File: config.mk
export PLATFORM = sky130hd
export DESIGN_NAME = sample_page_writer
export DESIGN_NICKNAME = d
export VERILOG_FILES = /design/src/rtl/sample_page_writer.sv
export SDC_FILE = /design/constraint.sdc
export NUM_CORES = 1
export LEC_CHECK = 0
export CORE_ASPECT_RATIO = 1.1
export CORE_MARGIN = 2
export CORE_UTILIZATION = 55
export CTS_BUF_LIST = sky130_fd_sc_hd__clkbuf_4
export CTS_CLUSTER_SIZE = 25
export DETAILED_ROUTE_END_ITERATION = 12
export GPL_TIMING_DRIVEN = 0
export HOLD_SLACK_MARGIN = 0.15
export PLACE_DENSITY = 0.78
export SKIP_LAST_GASP = 1
export SYNTH_ARGS = -nofsm -noshare
export SYNTH_HDL_FRONTEND = slang
export SYNTH_SLANG_ARGS = --single-unit
export TNS_END_PERCENT = 5
File: constraint.sdc
create_clock -name clk -period 16.3 [get_ports clk]
set_input_delay 2.445 -clock clk [delete_from_list [all_inputs] [get_ports clk]]
set_output_delay 2.445 -clock clk [all_outputs]
set_load 0.1 [all_outputs]
File: src/rtl/sample_page_writer.sv
// Collects sample packets into fixed-size pages, queues closed pages in a small
// FIFO and hands each one to the memory interface over a req/ack handshake.
module sample_page_writer #(
  parameter int     SAMPLE_PACKET_WIDTH = 32,
  parameter int     PACKETS_PER_PAGE    = 4,
  parameter int     FIFO_DEPTH          = 4,
  parameter longint MEMORY_CAPACITY     = 64'd1 << 27,
  parameter int     ADDR_WIDTH          = $clog2(MEMORY_CAPACITY)
) (
  input  logic                                          clk,
  input  logic                                          reset,
  input  logic                                          start,
  input  logic                                          abort,
  input  logic                                          write_enable,
  input  logic [SAMPLE_PACKET_WIDTH-1:0]                samplePacket,
  input  logic [31:0]                                   sample_number,
  output logic                                          pageFull,
  output logic                                          mem_wr_req,
  output logic [ADDR_WIDTH-1:0]                         mem_wr_addr,
  output logic [SAMPLE_PACKET_WIDTH*PACKETS_PER_PAGE-1:0] mem_wr_data,
  input  logic                                          mem_wr_ack,
  output logic                                          overflow,
  output logic                                          drained
);

  localparam int SPW         = SAMPLE_PACKET_WIDTH;
  localparam int PPP         = PACKETS_PER_PAGE;
  localparam int PAGE_WIDTH  = SPW * PPP;
  localparam int SLOT_BITS   = $clog2(PPP);
  localparam int PTR_BITS    = $clog2(FIFO_DEPTH);
  localparam int PKT_BYTES   = SPW / 8;

  typedef enum logic {IDLE, REQ} state_t;

  state_t state, state_next;

  logic [SLOT_BITS-1:0]  slot;
  logic                  capture;
  logic                  close_page;
  logic [SPW-1:0]        page_buf [PPP];
  logic [PAGE_WIDTH-1:0] closing_page;
  logic [31:0]           page_sn;
  logic [63:0]           page_bytes;
  logic [ADDR_WIDTH-1:0] closing_addr;
  logic                  unused_addr_bits;

  logic [ADDR_WIDTH-1:0] fifo_addr [FIFO_DEPTH];
  logic [PAGE_WIDTH-1:0] fifo_data [FIFO_DEPTH];
  logic [PTR_BITS-1:0]   wr_ptr, rd_ptr;
  logic [PTR_BITS:0]     count, count_next;
  logic                  fifo_full;
  logic                  pop, push_ok, drop;

  // start and abort both discard any packet arriving on the same cycle
  assign slot       = sample_number[SLOT_BITS-1:0];
  assign capture    = write_enable & ~abort & ~start;
  assign close_page = capture & (&slot);

  always_comb begin
    for (int i = 0; i < PPP; i++) closing_page[i*SPW +: SPW] = page_buf[i];
    closing_page[PAGE_WIDTH-1 -: SPW] = samplePacket;
  end

  // Page base byte address; truncation to ADDR_WIDTH gives the modulo wrap
  assign page_sn          = {sample_number[31:SLOT_BITS], {SLOT_BITS{1'b0}}};
  assign page_bytes       = 64'(page_sn) * 64'(PKT_BYTES);
  assign closing_addr     = page_bytes[ADDR_WIDTH-1:0];
  assign unused_addr_bits = ^page_bytes[63:ADDR_WIDTH];

  assign fifo_full = (count == (PTR_BITS+1)'(FIFO_DEPTH));
  assign pop       = (state == REQ) & mem_wr_ack;
  assign push_ok   = close_page & (~fifo_full | pop);
  assign drop      = close_page & fifo_full & ~pop;

  always_comb begin
    count_next = count;
    case ({push_ok, pop})
      2'b10:   count_next = count + 1'b1;
      2'b01:   count_next = count - 1'b1;
      default: count_next = count;
    endcase
  end

  always_ff @(posedge clk) begin
    if (reset) begin
      pageFull <= 1'b1;
      overflow <= 1'b0;
      for (int i = 0; i < PPP; i++) page_buf[i] <= '0;
    end else begin
      if (start || abort) begin
        pageFull <= 1'b1;
        for (int i = 0; i < PPP; i++) page_buf[i] <= '0;
      end else if (write_enable) begin
        page_buf[slot] <= samplePacket;
        pageFull       <= &slot;
      end
      if (start)     overflow <= 1'b0;
      else if (drop) overflow <= 1'b1;
    end
  end

  always_ff @(posedge clk) begin
    if (reset) begin
      wr_ptr <= '0;
      rd_ptr <= '0;
      count  <= '0;
    end else begin
      if (push_ok) wr_ptr <= wr_ptr + 1'b1;
      if (pop)     rd_ptr <= rd_ptr + 1'b1;
      count <= count_next;
    end
  end

  always_ff @(posedge clk) begin
    if (push_ok) begin
      fifo_addr[wr_ptr] <= closing_addr;
      fifo_data[wr_ptr] <= closing_page;
    end
  end

  always_ff @(posedge clk) begin
    if (reset) state <= IDLE;
    else       state <= state_next;
  end

  // A page pushed alongside the last pop keeps the request up back-to-back
  always_comb begin
    state_next = state;
    case (state)
      IDLE:    if (count != '0) state_next = REQ;
      REQ:     if (pop && count_next == '0) state_next = IDLE;
      default: state_next = IDLE;
    endcase
  end

  always_comb begin
    mem_wr_req  = 1'b0;
    mem_wr_addr = '0;
    mem_wr_data = '0;
    if (state == REQ) begin
      mem_wr_req  = 1'b1;
      mem_wr_addr = fifo_addr[rd_ptr];
      mem_wr_data = fifo_data[rd_ptr];
    end
  end

  assign drained = (count == '0) & (state == IDLE);

endmodule

==> results.yml, run 1 <==
power_and_ir_drop:
  pwr-share-clk: 0.342
  ir_worst_vdd_mv: 0.08038
  p_leak_nw: 10.95
  p_sw_frac: 0.2743
  pwr-share-seq: 0.503
  power.internal_w: 0.002937
  pwr-share-comb: 0.155
  power.net_switching_w: 0.001110
  power-per-cell-area_nw_per_um2: 124.1
  power_w: 0.004047
sta:
  post-route-min-period_ps: 7583
  finalSetupViolCount: 0
  tns_ps: 0
  maxClockFrequency_ghz: 0.1319
  drv_slew: 0
  relSlewSlack: 0.1296
  hold_ws_ps: 476.5
  tightestPinTransition_ps: 1306
  rsz0062_at_grt: "false"
  fin_crit_sh: 0.4652
  hold_violations: 0
  fin_skew_ps: 36.49
worst_setup_path:
  startpoint_type: "flip-flop"
  ff2ff_setup_slack_ps: 13400
  cp-end-kind: "output port"
  worstSetupEndpoint: "mem_wr_data[115]"
  r2r_cells: 5
  crit_required_ps: 13860
  timing.rr.end: "rd_ptr[1]$_SDFFE_PP0N_"
  path_class: "flip-flop to output port"
  critPathMaxFanout: 10
  regToRegStartpoint: "state$_SDFF_PP0_"
  crit_arrival_ps: 5140
  timing.critical_path.from: "state$_SDFF_PP0_"
cells_and_area:
  final_design_area_no_fill_sq_um: 32610
  layout_common_cells: "edfxtp_1 (700), clkbuf_4 (242), clkdlybuf4s50_1 (217)"
  layout-drive-gt1-share: 0.2684
  mostFrequentLayoutCell: "edfxtp_1"
  area_delta_synth_final_pct: 20.25
  fillers: 3147
  finalNetCount: 1729
die:
  rows: 85
  core_sq_um: 48820
  dieArea_sq_um: 51100
  io_pins: 229
  initial_core_util: 0.5555
  die_w_microns: 215.7
  die_y_microns: 236.9
cts:
  htreeDepth: 4
  cts_tree: "built"
  path_clk_slew_ps: 70
  post_cts_buffers: 0
  cts_root_buffer: "clkbuf_4"
  clk_latency_ps: 890
  numCtsBuffers: 167
  cts.sinks: 712
  cts.path.max_buffers: 3
  cts_resized: 0
  cts_hold_buf: 0
place:
  place_area_sq_um: 30510
  dp_hpwl_microns: 35760
  numPortBuffers: 217
  finalWeightedCongestion: 0.7420
logic_synthesis:
  ys.flop_type: "edfxtp_1"
  synth-seq-cells: 712
  synth.distinct_cells: 41
  ys_warn_count: 0
  syn-cell-area_sq_um: 27120
  synth_edf_count: 700
  synthArstFlopShare: 0
  synth-seq-area-share: 0.7840
  synth_cells: 1251
  syn_area_per_cell_sq_um: 21.68
  post-synth-top-area-cell: "edfxtp_1"
  synth_top_area_frac: 0.7752
  synth_area_leaders: "edfxtp_1 (78%), mux4_2 (13%), and2_1 (5.1%)"
grt:
  grt_max_degree: 57
  grtUsageTotal: 0.2249
  overflow: 0
  antenna_found_initial: 3
  grt_pass1_vias: 14123
  grt_pass1_wl_microns: 84000
hold_path:
  hp-class: "flip-flop to flip-flop"
detailed_routing:
  wirelength_microns: 56180
  antenna_left: 0
  route.detailed.drc: 0
  avgViaCountPerCell: 5.574
  wire_per_inst_microns: 23.17
  dr.pass1.iters: 5
  drt_iter0_drc: 1044
  via_count: 13518
job:
  cap_viol_max_count: 0
run_status:
  status: "finished, final reports clean"
-- worst min-delay path by stage --
stage                                       endpoint                     startpoint  depth (start not counted)  slack (ps)
after detailed placement  fifo_data[2][95]$_DFFE_PP_  page_buf[2][31]$_SDFFCE_PN0P_                          0         480
after CTS                 fifo_data[3][29]$_DFFE_PP_  page_buf[0][29]$_SDFFCE_PN0P_                          0         480
final                     fifo_data[1][62]$_DFFE_PP_  page_buf[1][30]$_SDFFCE_PN0P_                          0         480
after floorplan            fifo_data[0][0]$_DFFE_PP_   page_buf[0][0]$_SDFFCE_PN0P_                          0         460
after global placement    fifo_data[1][49]$_DFFE_PP_  page_buf[1][17]$_SDFFCE_PN0P_                          0         460
after global routing      fifo_data[3][29]$_DFFE_PP_  page_buf[0][29]$_SDFFCE_PN0P_                          0         480
-- worst max-delay path, stage by stage, from the launching register on --
cell,delay (ps)
dfxtp_1,370
clkbuf_1,970
clkbuf_1,990
clkbuf_1,440
and2_1,300
clkdlybuf4s50_1,1170
-- power groups by stage --
stage          logic [W]  clock network [W]  registers (W)
6_report        0.000627            0.00138        0.00204
3_3_place_gp    0.000627                  0        0.00208
5_1_grt         0.000651            0.00151        0.00204
4_1_cts         0.000635            0.00142        0.00204
2_1_floorplan   0.000462                  0        0.00208
3_5_place_dp    0.000633                  0        0.00208
-- synth_stat cells, types with 4 or more instances --
library cell / number
edfxtp_1: 700
and2_1: 219
mux4_2: 151
and3_1: 32
clkbuf_1: 30
buf_2: 19
buf_6: 13
dfxtp_1: 12
nor2_1: 10
nand2_1: 8
a21oi_1: 6
buf_4: 4
ha_1: 4
nand2b_1: 4
nor3_1: 4
-- layer usage --
metal	GRT usage	part of all wire	up-vias
met5	0	0.00025	-
met4	0.08255	0.020	2
met3	0.04933	0.073	88
met2	0.3707	0.52	549
met1	0.2982	0.39	6943
li1	-	-	5936
-- registers in the layout, indices dropped and copies added (netlist names), named ones only --
register,count
fifo_data,512
page_buf,96
fifo_addr,92
count,3
rd_ptr,2
wr_ptr,2
overflow,1
pageFull,1
state,1
-- area by class of cell --
class / instances / area (sq um) / share of cell area
multi-input cells: 470 / 5475 / 0.1679
inverters: 3 / 11.26 / 0.0003453
repair buffers: 231 / 2550 / 0.07820
diodes: 3 / 7.507 / 0.0002302
flip-flops and latches: 712 / 21260 / 0.6520
plain buffers: 69 / 399.1 / 0.01224
clock inverters: 43 / 271.5 / 0.008327
clock buffers: 242 / 1817 / 0.05572
well taps: 652 / 815.8 / 0.02502
-- cell families (layout without fill, tap and decap cells) --
kind of cell / Yosys count / after routing / share of synthesized area
compound gates: 16 / 16 / 0.005076
xor+xnor: 4 / 4 / 0.001292
fa+ha+maj: 5 / 5 / 0.002584
buf+inv: 72 / 588 / 0.01513
flops: 712 / 712 / 0.7840
mux: 153 / 153 / 0.1261
other cells: 1 / 7 / 0.0001383
simple gates: 288 / 288 / 0.06561
-- per-stage QoR --
| step | cells | util | setup WS (ps) |
|---|---|---|---|
| after detailed placement | 2137 | 0.6250 | 9500 |
| after floorplan | 1254 | - | 9204 |
| after global routing | 2425 | 0.6680 | 8487 |
| after global placement | 2123 | 0.6169 | 5808 |
| after CTS | 2422 | 0.6678 | 8517 |
| final | 2425 | 0.6680 | 8717 |
No activity file was read; power rests on OpenSTA's default activity.
==> inputs of run 2 (changes only) <==
--- a/config.mk
+++ b/config.mk
@@ -7,13 +7,13 @@
 export LEC_CHECK = 0
 export CORE_ASPECT_RATIO = 1.1
 export CORE_MARGIN = 2
-export CORE_UTILIZATION = 55
+export CORE_UTILIZATION = 54
 export CTS_BUF_LIST = sky130_fd_sc_hd__clkbuf_4
 export CTS_CLUSTER_SIZE = 25
 export DETAILED_ROUTE_END_ITERATION = 12
 export GPL_TIMING_DRIVEN = 0
 export HOLD_SLACK_MARGIN = 0.15
-export PLACE_DENSITY = 0.78
+export PLACE_DENSITY = 0.8
 export SKIP_LAST_GASP = 1
 export SYNTH_ARGS = -nofsm -noshare
 export SYNTH_HDL_FRONTEND = slang
==> constraint.sdc (replaced) <==
create_clock -name clk -period 6.1 [get_ports clk]
set_input_delay 0.915 -clock clk [delete_from_list [all_inputs] [get_ports clk]]
set_output_delay 0.915 -clock clk [all_outputs]
set_load 0.1 [all_outputs]
==> run 2 against run 1 <==
Global-route usage rose by 0.43 points; first-iteration DRC count rose by 5.7%; worst setup slack got worse by 8300 ps; hold slack got worse by 3.0 ps; critical endpoint is now mem_wr_data[114]; highest routed layer unchanged.
==> results.yml, run 2 (synthesis results as in run 1) <==
hold_path:
  holdPathStages: 0
  hp-class: "flip-flop to flip-flop"
worst_setup_path:
  startpoint_type: "flip-flop"
  crit_path_frequent_cell: "clkbuf_1"
  cp-end-kind: "output port"
  path_class: "flip-flop to output port"
  r2r_cells: 4
  critical-path-slowest-cell: "clkdlybuf4s50_1"
  crit_required_ps: 5180
  critPathMaxFanout: 10
  crit_arrival_ps: 4760
  path_buf_inv: 4
  cpPeakStageDelay_ps: 1170
  cp.depth: 5
  critical-path-top-delay-family: "buffers and inverters"
  worstPathCellList: "clkbuf_2 -> clkbuf_1 -> clkbuf_1 -> and2_1 -> clkdlybuf4s50_1"
cts:
  clk_latency_ps: 970
  numCtsBuffers: 167
  cts.path.max_buffers: 3
  cts_root_buffer: "clkbuf_4"
  post_cts_buffers: 0
  cts_hold_buf: 0
  htreeDepth: 4
  cts.sinks: 712
  cts_tree: "built"
  path_clk_slew_ps: 70
  cts_resized: 0
die:
  rows: 86
  io_pins: 229
  initial_core_util: 0.5443
  core_sq_um: 49820
  die_w_microns: 217.7
  dieArea_sq_um: 52030
  die_y_microns: 239.0
cells_and_area:
  final_design_area_no_fill_sq_um: 32540
  layout-drive-gt1-share: 0.2696
  largest_reg_flops: 512
  fillers: 3374
  area_delta_synth_final_pct: 19.98
  finalNetCount: 1726
  layout_common_cells: "edfxtp_1 (700), clkbuf_4 (243), clkdlybuf4s50_1 (217)"
  multi_input_area_sq_um: 5475
  layout.area.seq_sq_um: 21260
  largest_registers: "fifo_data: 512 flops, page_buf: 96 flops, fifo_addr: 92 flops"
  largest-register: "fifo_data"
  mostFrequentLayoutCell: "edfxtp_1"
place:
  place_area_sq_um: 30430
  finalWeightedCongestion: 0.7669
  numPortBuffers: 217
  dp_hpwl_microns: 36010
sta:
  hold_violations: 0
  tightestPinTransition_ps: 1237
  maxClockFrequency_ghz: 0.1761
  fin_crit_sh: 0.9307
  post-route-min-period_ps: 5677
  relSlewSlack: 0.1755
  rsz0062_at_grt: "false"
  finalSetupViolCount: 0
  fin_skew_ps: 38.39
  drv_slew: 0
  tns_ps: 0
run_status:
  status: "finished, final reports clean"
detailed_routing:
  route.detailed.drc: 0
  drt_iter0_drc: 1103
  via_count: 13503
  wirelength_microns: 57360
  avgViaCountPerCell: 5.550
  dr.pass1.iters: 5
  wire_per_inst_microns: 23.58
  antenna_left: 0
power_and_ir_drop:
  power-per-cell-area_nw_per_um2: 333.2
  p_leak_nw: 10.92
  power_w: 0.01084
  ir_worst_vdd_mv: 0.2580
grt:
  grt_max_degree: 58
  grtUsageTotal: 0.2292
  grt_pass1_wl_microns: 85490
  grt_pass1_vias: 14150
  overflow: 0
  antenna_found_initial: 3
job:
  cap_viol_max_count: 0
[run 2: cell count changes in the layout (fill, tap and decap cells not counted), sizes merged]
cell / change
diode: +1
buf: -3
inv: +1
bufinv: -1
clkbuf: +1
clkinv: -1
clkinvlp: +2
[run 2: layout make-up]
type                            count  share of cell area
Antenna cell                        4           0.0003076
Buffer                             69             0.01231
Clock buffer                      243             0.05607
Clock inverter                     44            0.008268
Inverter                            3           0.0003461
Multi-Input combinational cell    470              0.1683
Sequential cell                   712              0.6534
Tap cell                          660             0.02538
Timing Repair Buffer              228             0.07560
[run 2: path summary, 6_finish.rpt]
path / startpoint / endpoint / slack [ps]
max: state$_SDFF_PP0_ / mem_wr_data[114] / 420
min: page_buf[0][29]$_SDFFCE_PN0P_ / fifo_data[1][29]$_DFFE_PP_ / 470
max reg2reg: count[0]$_SDFF_PP0_ / fifo_addr[3][18]$_DFFE_PP_ / 3460
min reg2reg: page_buf[0][29]$_SDFFCE_PN0P_ / fifo_data[1][29]$_DFFE_PP_ / 470
[run 2: layer usage]
metal | part of all wire | global-route usage | wire [microns] | vias to the layer above
met2 | 0.51 | 0.3711 | 29130 | 564
met3 | 0.073 | 0.06476 | 4184 | 85
li1 | - | - | - | 5935
met4 | 0.026 | 0.09049 | 1471 | 2
met5 | 0.00023 | 0 | 13 | -
met1 | 0.39 | 0.2962 | 22570 | 6917
[run 2: worst register-to-register path: stages (launching register included)]
cell      delay [ps]
dfxtp_1          460
nor2_1           160
a311oi_4         490
and2_4           720
buf_16           390
[run 2: where the power goes]
part | total [W] | switching [W] | internal, W
registers | 0.00544 | 0.0000344 | 0.00541
clock network | 0.00372 | 0.00177 | 0.00195
logic | 0.00168 | 0.00122 | 0.000463
total | 0.0108 | 0.00302 | 0.00782
[run 2: stage by stage]
step	hold WS, ps	setup slack [ps]	util	instances
3_3_place_gp	464.9	-2878	0.6047	2131
4_1_cts	445.4	137.1	0.6529	2429
6_report	473.5	422.8	0.6531	2433
2_1_floorplan	458.7	414.3	-	1254
5_1_grt	476.1	168.5	0.6529	2430
3_5_place_dp	483.0	1252	0.6109	2142
